File: config.mk
export PLATFORM = sky130hd
export DESIGN_NAME = panel_seq
export DESIGN_NICKNAME = d
export VERILOG_FILES = /design/src/rtl/panel_seq.sv
export SDC_FILE = /design/constraint.sdc
export NUM_CORES = 1
export LEC_CHECK = 0
export ABC_CLOCK_PERIOD_IN_PS = 7660
export BUFFER_PORTS_ARGS = -buffer_cell sky130_fd_sc_hd__buf_2
export CORE_ASPECT_RATIO = 0.5
export CORE_MARGIN = 4
export CORE_UTILIZATION = 55
export CTS_CLUSTER_SIZE = 28
export DETAILED_ROUTE_END_ITERATION = 7
export GPL_TIMING_DRIVEN = 1
export PLACE_DENSITY = 0.73
export SYNTH_ARGS = -nofsm -noshare
export SYNTH_HDL_FRONTEND = slang
export SYNTH_SLANG_ARGS = --single-unit
export TNS_END_PERCENT = 5
File: constraint.sdc
create_clock -name clk -period 7.66 [get_ports clk]
set_input_delay 1.149 -clock clk [delete_from_list [all_inputs] [get_ports clk]]
set_output_delay 1.149 -clock clk [all_outputs]
set_load 0.03 [all_outputs]
File: src/rtl/panel_seq.sv
// Control-panel request sequencer: synchronizes and debounces the front-panel keys,
// turns each press into one timed request pulse to P-M and waits for its acknowledge.
module panel_seq #(
  parameter int DEBOUNCE  = 16,
  parameter int PULSE_LEN = 4,
  parameter int TIMEOUT   = 1024
) (
  input  logic       clk,
  input  logic       clm_n,
  input  logic [6:0] key,
  input  logic       run,
  input  logic       p0,
  input  logic       k1,
  input  logic       k2,
  output logic       start__,
  output logic       stop__,
  output logic       cycle,
  output logic       panel_store,
  output logic       panel_fetch,
  output logic       panel_load,
  output logic       panel_bin,
  output logic       busy,
  output logic       err_timeout
);

  localparam int DW = (DEBOUNCE > 1) ? $clog2(DEBOUNCE) : 1;
  localparam int PW = (PULSE_LEN > 1) ? $clog2(PULSE_LEN) : 1;
  localparam int TW = $clog2(TIMEOUT);

  typedef enum logic [1:0] {
    IDLE     = 2'd0,
    PULSE    = 2'd1,
    WAIT_ACK = 2'd2
  } state_t;

  // Request codes equal the key bit index, so the priority scan maps directly.
  typedef enum logic [2:0] {
    REQ_STORE = 3'd0,
    REQ_FETCH = 3'd1,
    REQ_LOAD  = 3'd2,
    REQ_BIN   = 3'd3,
    REQ_CYCLE = 3'd4,
    REQ_START = 3'd5,
    REQ_STOP  = 3'd6
  } req_t;

  logic [6:0] sync1_reg;
  logic [6:0] sync2_reg;
  logic [6:0] press;

  always_ff @(posedge clk or negedge clm_n) begin
    if (!clm_n) begin
      sync1_reg <= '0;
      sync2_reg <= '0;
    end else begin
      sync1_reg <= key;
      sync2_reg <= sync1_reg;
    end
  end

  genvar gi;
  generate
    for (gi = 0; gi < 7; gi++) begin : g_deb
      logic [DW-1:0] cnt_reg;
      logic          level_reg;
      logic          event_reg;

      always_ff @(posedge clk or negedge clm_n) begin
        if (!clm_n) begin
          cnt_reg   <= '0;
          level_reg <= 1'b0;
          event_reg <= 1'b0;
        end else begin
          event_reg <= 1'b0;
          if (sync2_reg[gi] == level_reg) begin
            cnt_reg <= '0;
          end else if (cnt_reg == DW'(DEBOUNCE - 1)) begin
            cnt_reg   <= '0;
            level_reg <= sync2_reg[gi];
            event_reg <= sync2_reg[gi];
          end else begin
            cnt_reg <= cnt_reg + DW'(1);
          end
        end
      end

      assign press[gi] = event_reg;
    end
  endgenerate

  state_t        state_reg, state_next;
  req_t          code_reg, code_next;
  logic [PW-1:0] pcnt_reg, pcnt_next;
  logic [TW-1:0] tcnt_reg, tcnt_next;
  logic          err_reg, err_next;
  logic          seen_k2_reg, seen_k2_next;
  logic          seen_k12_reg, seen_k12_next;
  logic          seen_p0lo_reg, seen_p0lo_next;

  req_t sel_code;
  logic sel_ok;
  logic accept;
  logic ack;

  // Ascending scan: the highest-priority (highest index) pressed key wins.
  always_comb begin
    sel_code = REQ_STORE;
    for (int i = 0; i < 7; i++) begin
      if (press[i]) sel_code = req_t'(i[2:0]);
    end
  end

  always_comb begin
    case (sel_code)
      REQ_STOP:             sel_ok = 1'b1;
      REQ_START, REQ_CYCLE: sel_ok = !run;
      default:              sel_ok = !run && p0;
    endcase
  end

  assign accept = (|press) && sel_ok;

  always_comb begin
    case (code_reg)
      REQ_START: ack = run;
      REQ_STOP:  ack = !run;
      REQ_CYCLE: ack = seen_p0lo_reg && p0;
      REQ_BIN:   ack = seen_k12_reg && p0 && !k1 && !k2;
      default:   ack = seen_k2_reg && p0;
    endcase
  end

  always_comb begin
    state_next     = state_reg;
    code_next      = code_reg;
    pcnt_next      = pcnt_reg;
    tcnt_next      = tcnt_reg;
    err_next       = err_reg;
    seen_k2_next   = seen_k2_reg;
    seen_k12_next  = seen_k12_reg;
    seen_p0lo_next = seen_p0lo_reg;

    case (state_reg)
      IDLE: begin
        if (accept) begin
          state_next     = PULSE;
          code_next      = sel_code;
          err_next       = 1'b0;
          pcnt_next      = '0;
          seen_k2_next   = 1'b0;
          seen_k12_next  = 1'b0;
          seen_p0lo_next = 1'b0;
        end
      end
      PULSE, WAIT_ACK: begin
        seen_k2_next   = seen_k2_reg || k2;
        seen_k12_next  = seen_k12_reg || k1 || k2;
        seen_p0lo_next = seen_p0lo_reg || !p0;
        // A stop press pre-empts any other outstanding request with no IDLE gap.
        if (press[REQ_STOP] && code_reg != REQ_STOP) begin
          state_next     = PULSE;
          code_next      = REQ_STOP;
          pcnt_next      = '0;
          seen_k2_next   = 1'b0;
          seen_k12_next  = 1'b0;
          seen_p0lo_next = 1'b0;
        end else if (state_reg == PULSE) begin
          if (pcnt_reg == PW'(PULSE_LEN - 1)) begin
            state_next = WAIT_ACK;
            tcnt_next  = '0;
          end else begin
            pcnt_next = pcnt_reg + PW'(1);
          end
        end else begin
          if (ack) begin
            state_next = IDLE;
          end else if (tcnt_reg == TW'(TIMEOUT - 1)) begin
            state_next = IDLE;
            err_next   = 1'b1;
          end else begin
            tcnt_next = tcnt_reg + TW'(1);
          end
        end
      end
      default: state_next = IDLE;
    endcase
  end

  always_ff @(posedge clk or negedge clm_n) begin
    if (!clm_n) begin
      state_reg     <= IDLE;
      code_reg      <= REQ_STORE;
      pcnt_reg      <= '0;
      tcnt_reg      <= '0;
      err_reg       <= 1'b0;
      seen_k2_reg   <= 1'b0;
      seen_k12_reg  <= 1'b0;
      seen_p0lo_reg <= 1'b0;
    end else begin
      state_reg     <= state_next;
      code_reg      <= code_next;
      pcnt_reg      <= pcnt_next;
      tcnt_reg      <= tcnt_next;
      err_reg       <= err_next;
      seen_k2_reg   <= seen_k2_next;
      seen_k12_reg  <= seen_k12_next;
      seen_p0lo_reg <= seen_p0lo_next;
    end
  end

  logic start_n_reg, stop_n_reg, cycle_reg, store_reg, fetch_reg, load_reg, bin_reg, busy_reg;
  logic pulse_next;

  assign pulse_next = (state_next == PULSE);

  // Outputs are decoded from the next state so they line up with the state register.
  always_ff @(posedge clk or negedge clm_n) begin
    if (!clm_n) begin
      start_n_reg <= 1'b1;
      stop_n_reg  <= 1'b1;
      cycle_reg   <= 1'b0;
      store_reg   <= 1'b0;
      fetch_reg   <= 1'b0;
      load_reg    <= 1'b0;
      bin_reg     <= 1'b0;
      busy_reg    <= 1'b0;
    end else begin
      start_n_reg <= !(pulse_next && code_next == REQ_START);
      stop_n_reg  <= !(pulse_next && code_next == REQ_STOP);
      cycle_reg   <= pulse_next && code_next == REQ_CYCLE;
      store_reg   <= pulse_next && code_next == REQ_STORE;
      fetch_reg   <= pulse_next && code_next == REQ_FETCH;
      load_reg    <= pulse_next && code_next == REQ_LOAD;
      bin_reg     <= pulse_next && code_next == REQ_BIN;
      busy_reg    <= state_next != IDLE;
    end
  end

  assign start__     = start_n_reg;
  assign stop__      = stop_n_reg;
  assign cycle       = cycle_reg;
  assign panel_store = store_reg;
  assign panel_fetch = fetch_reg;
  assign panel_load  = load_reg;
  assign panel_bin   = bin_reg;
  assign busy        = busy_reg;
  assign err_timeout = err_reg;

endmodule

# After elaboration in Yosys (flattened, before gate mapping)
# Cells that the tools add are included.
[word_totals] input_bits=13 wordCells=209 out_inout_bits=9 regBits=85
[classes] bitwise=8 eq_ne=43 add_sub_neg=9 n_mux=67 n_reduce_logical=43
[ops] op="2-to-1 mux 4 bit" count=14
[ops] op="2-to-1 mux 10 bit" count=4
[ops] op="adder 4 x 1 -> 4 bit (second input constant)" count=7
[ops] op="equality test 4 bit (second input constant)" count=7
[ops] op="equality test 3 bit (second input constant)" count=9
[ops] op="2-to-1 mux 1 bit" count=23
[ops] op="2-to-1 mux 3 bit" count=7
[ops] op="2-to-1 mux 2 bit" count=10
[ops] op="AND reduction 2 bit" count=8
[ops] op="logical AND 1 bit" count=15
[ops] op="inequality test 2 bit (second input constant)" count=6
[ops] op="adder 10 x 1 -> 10 bit (second input constant)" count=1
[ops] op="equality test 10 bit (second input constant)" count=1
[ops] op="case mux 1 bit (2 select lines)" count=5
[ops] op="equality test 3 x 2 -> 1 bit (second input constant)" count=3
[ops] op="inequality test 3 bit (second input constant)" count=3
[ops] op="NOT 1 bit" count=8
[ops] op="case mux 2 bit (2 select lines)" count=2
[ops] op="equality test 1 bit" count=7
[ops] op="OR reduction 7 bit" count=1
[ops] op="zero test 1 bit" count=6
[ops] op="case mux 3 bit (2 select lines)" count=1
[ops] op="AND reduction 6 bit" count=1
[ops] op="AND reduction 5 bit" count=1
[ops] op="other kinds (12)" count=20

# Longest topological paths before layout
[logic_depth] word_depth=15 mapped_depth=9 ltp_nobuf=8

# Worst setup path before layout
# No wires, ideal clock.
[synth_timing] kind="input -> register" start="input port k2" end="register start_n_reg (netlist: start__)" n_path_buf=0 path_stages=6 arrival_time_ns=2.824 required_time_ns=7.566 slack_ns=4.743 setup_time_ns=0.094 path_cell_list="or2_1 or4_4 o211ai_4 nor2_4 o211a_4 or4b_4"
[synth_via] elab_chain_len=10
[synth_lines] element="start, declared" line_no="14" text="input logic k2,"
[synth_lines] element="zero test 1 bit" line_no="128" text="REQ_BIN: ack = seen_k12_reg && p0 && !k1 && !k2;"
[synth_lines] element="logical AND 1 bit" line_no="128"
[synth_lines] element="case mux 1 bit (4 select lines)" line_no="124" text="case (code_reg)"
[synth_lines] element="2-to-1 mux 2 bit" line_no="175" text="if (ack) begin"
[synth_lines] element="2-to-1 mux 2 bit" line_no="167" text="end else if (state_reg == PULSE) begin"
[synth_lines] element="2-to-1 mux 2 bit" line_no="160" text="if (press[REQ_STOP] && code_reg != REQ_STOP) begin"
[synth_lines] element="case mux 2 bit (2 select lines)" line_no="143" text="case (state_reg)"
[synth_lines] element="equality test 2 x 1 -> 1 bit" line_no="214" text="assign pulse_next = (state_next == PULSE);"
[synth_lines] element="logical AND 1 bit" line_no="228" text="start_n_reg <= !(pulse_next && code_next == REQ_START);"
[synth_lines] element="zero test 1 bit" line_no="228"
[synth_lines] element="end signal, assigned" line_no="228"
[synth_lines] element="end, declared" line_no="211" text="logic start_n_reg, stop_n_reg, cycle_reg, store_reg, fetch_reg, load_reg, bin_reg, busy_reg;"
# No other way between the ends.
# A chain may end at the register's enable or synchronous reset.

# Worst setup path after layout
# Ends and elaborated chain as after synthesis.

==> run metrics <==
status=complete, no violations; Cell Chain, Critical Path=buf_2 > or2_1 > or4_4 > o211ai_4 > nor2_4 > o211a_4 > or4b_4; CP required=a little under 8 ns; Clk pwr share=0.434; most numerous cell in the Yosys netlist=dfrtp_1; Vias=~2700; Critical R2R Capture=start__$_DFF_PN1_; CP top delay family=simple AND/OR/NAND/NOR gates; Clk Latency, worst-skew pair=roughly 0.35 ns; die footprint=0.00851 mm²; Min-Delay Path Class=register to register; Switching Share=0.232; Reg power frac=0.507; Routed wire per std cell=about 15 µm; area of the multi-input gates=0.00167 mm²; worst reg-to-reg setup slack=5.02 ns; post-route cell area=roughly 0.0044 mm²; Num CTS Buffers=9; cts hold-fix bufs=0; placed cell count=about 450; flop and latch count out of synthesis=85; FP Rows=21; hold slack=about 0.35 ns; I/O pins=22; HPWL after DPL=4990 µm; clock skew=~0.0059 ns; worst hold stages=0; Net Sw Power=between 0.0002 and 0.00025 W; CTS H-tree depth=3; cells on worst reg2reg path=8; Final Hold Viols=0; Routed WL=~7000 µm; setup TNS=0 ns; register area=approximately 0.0021 mm²; Non-Filler Instances=approximately 470; Fill cells=520; area leader, netlist=dfrtp_1; post-synth net total=368; Crit Path Max Fanout=8; CTS tree=built; Setup Buffers After CTS=0; ranking of synthesized cells by area=dfrtp_1 (54%), ha_1 (3.9%), a21oi_1 (3.4%); Synth Flop Type=dfrtp_1; Static Leak=1.95 nW; Critical Path Sink Type=register; share of layout cells above drive strength 1=0.155; antenna-violating nets left=0; DR vias/cell=between 5 and 6; Slew @ Worst Pin=1.04 ns; maximum vdd drop=around 0.18 mV; DR iter-0 viols=~120; Root Driver=clkbuf_16; initial antenna violation count=0; critical path's slowest cell=or4b_4; CP peak stage delay=between 0.5 and 0.6 ns; Total Routing Usage GR=0.192; Worst-path clk slew=roughly 0.06 ns; max-cap violation count=0; largest net degree at the start of global routing=86; First-pass DRT Iterations=5; RSZ-0062 raised after global routing=no; asr flop ratio synth=1.00; Port Buf Inserts=21; Pins Over Slew Limit=0; Synth Instances=between 300 and 400; post-CTS sizing=0; post-synth top area share=0.537; vias in the first global route=about 2800; arrival time at the worst endpoint=around 3.0 ns; r2r startpoint=state_reg[0]$_DFF_PN0_; GPL Wtd Cong=0.876; Area Growth Syn to Fin=12.8%; Max Buffers Root-to-Sink=2; clk sinks=85; synth unique cells=57; Commonest cells post-synth=dfrtp_1 (83), a21oi_1 (26), nor2_1 (22); max_slew headroom=0.308; PwrDens=217 mW/mm²; DP Area=between 0.004 and 0.005 mm²; Die H=between 60 and 70 µm; first-pass GRT wire length=around 13000 µm; core box area=about 0.0068 mm²; Final period util=0.361; CP Buf/Inv Count=1; register area share after synthesis=0.551; Starting Density=0.572; Die W=approximately 130 µm; Synthesis Warnings=0; Mean Syn Cell Area=about 11 µm²; Ant. Diodes=0; Mapped Area=roughly 0.0039 mm²; Post-synth EDFFs=0; final setup violation count=0; Remaining Overflow, GRT=0; Residual DRC=0; Comb power frac=0.060; fmax=between 300 and 400 MHz; WHS Endpoint=sync2_reg[5]$_DFF_PN0_; cell-internal power=around 0.00073 W; HP Start=sync1_reg[5]$_DFF_PN0_; fin crit period=roughly 2.8 ns; crit path kind=input port to register; # nets final=slightly below 400; Worst Setup SP=k2; Critical Path Start Type=input port; max reg flops=28
==> layout by cell type, fill, tap and decap left out, types with 3 or more instances in the layout <==
| cell | count |
|---|---|
| nand2_1 | 19 |
| nand2b_1 | 4 |
| buf_2 | 20 |
| nor2_1 | 22 |
| inv_1 | 14 |
| nand3b_1 | 3 |
| clkinv_4 | 3 |
| or4_1 | 6 |
| dfrtp_1 | 83 |
| xnor2_1 | 14 |
| mux2_2 | 8 |
| nor3b_1 | 14 |
| clkbuf_16 | 9 |
| ha_1 | 12 |
| a311oi_1 | 6 |
| o31ai_1 | 4 |
| o2bb2ai_1 | 3 |
| nor4_1 | 3 |
| a21oi_1 | 26 |
| nor3_1 | 5 |
| o21ai_0 | 15 |
| a21o_1 | 7 |
| nor2b_1 | 9 |
| nand4b_1 | 6 |
| a31oi_1 | 4 |
| nand3_1 | 10 |
==> layout make-up <==
type	instances	area share
Clock buffer	11	0.0580
Clock inverter	4	0.00775
Inverter	14	0.0121
Multi-Input combinational cell	240	0.383
Sequential cell	85	0.489
Tap cell	92	0.0264
Timing Repair Buffer	21	0.0247
==> layer usage <==
metal	track usage	part of all wire
met3	0.0735	0.044
met5	0	0
met4	0.0963	0.024
met2	0.322	0.50
met1	0.221	0.43
==> kinds of logic after synthesis <==
logic type | after synthesis | synth area share
compound gates | 84 | 0.149
simple gates | 120 | 0.183
xor+xnor | 14 | 0.0317
mux | 10 | 0.0285
fa+ha+maj | 12 | 0.0388
buf+inv | 18 | 0.0175
flops | 85 | 0.551
==> worst max path at each step <==
stage	endpoint	slack [ns]	cells past startpoint
global route	tcnt_reg[7]$_DFFE_PN0P_	4.80	7
floorplan	start__$_DFF_PN1_	4.74	6
finish	start__$_DFF_PN1_	4.89	7
detailed placement	start__$_DFF_PN1_	4.54	7
CTS	start__$_DFF_PN1_	4.89	7
global placement	start__$_DFF_PN1_	4.58	7
==> power groups by stage <==
stage / Clock [W] / Sequential [W] / Combinational (W)
finish: 0.000410 / 0.000479 / 0.0000563
global route: 0.000444 / 0.000481 / 0.0000647
floorplan: 0 / 0.000483 / 0.0000368
global placement: 0 / 0.000484 / 0.0000531
detailed placement: 0 / 0.000486 / 0.0000568
CTS: 0.000419 / 0.000478 / 0.0000576
==> metrics by stage <==
| stage | power [W] | worst slack (ns) | utilization |
|---|---|---|---|
| 2_1_floorplan | 0.000520 | 4.74 | - |
| 3_3_place_gp | 0.000538 | 4.58 | 0.603 |
| 3_5_place_dp | 0.000543 | 4.54 | 0.603 |
| 4_1_cts | 0.000955 | 4.89 | 0.646 |
| 5_1_grt | 0.000989 | 4.80 | 0.646 |
| 6_report | 0.000945 | 4.89 | 0.646 |
Note: power is estimated with default switching activity, not from simulation.
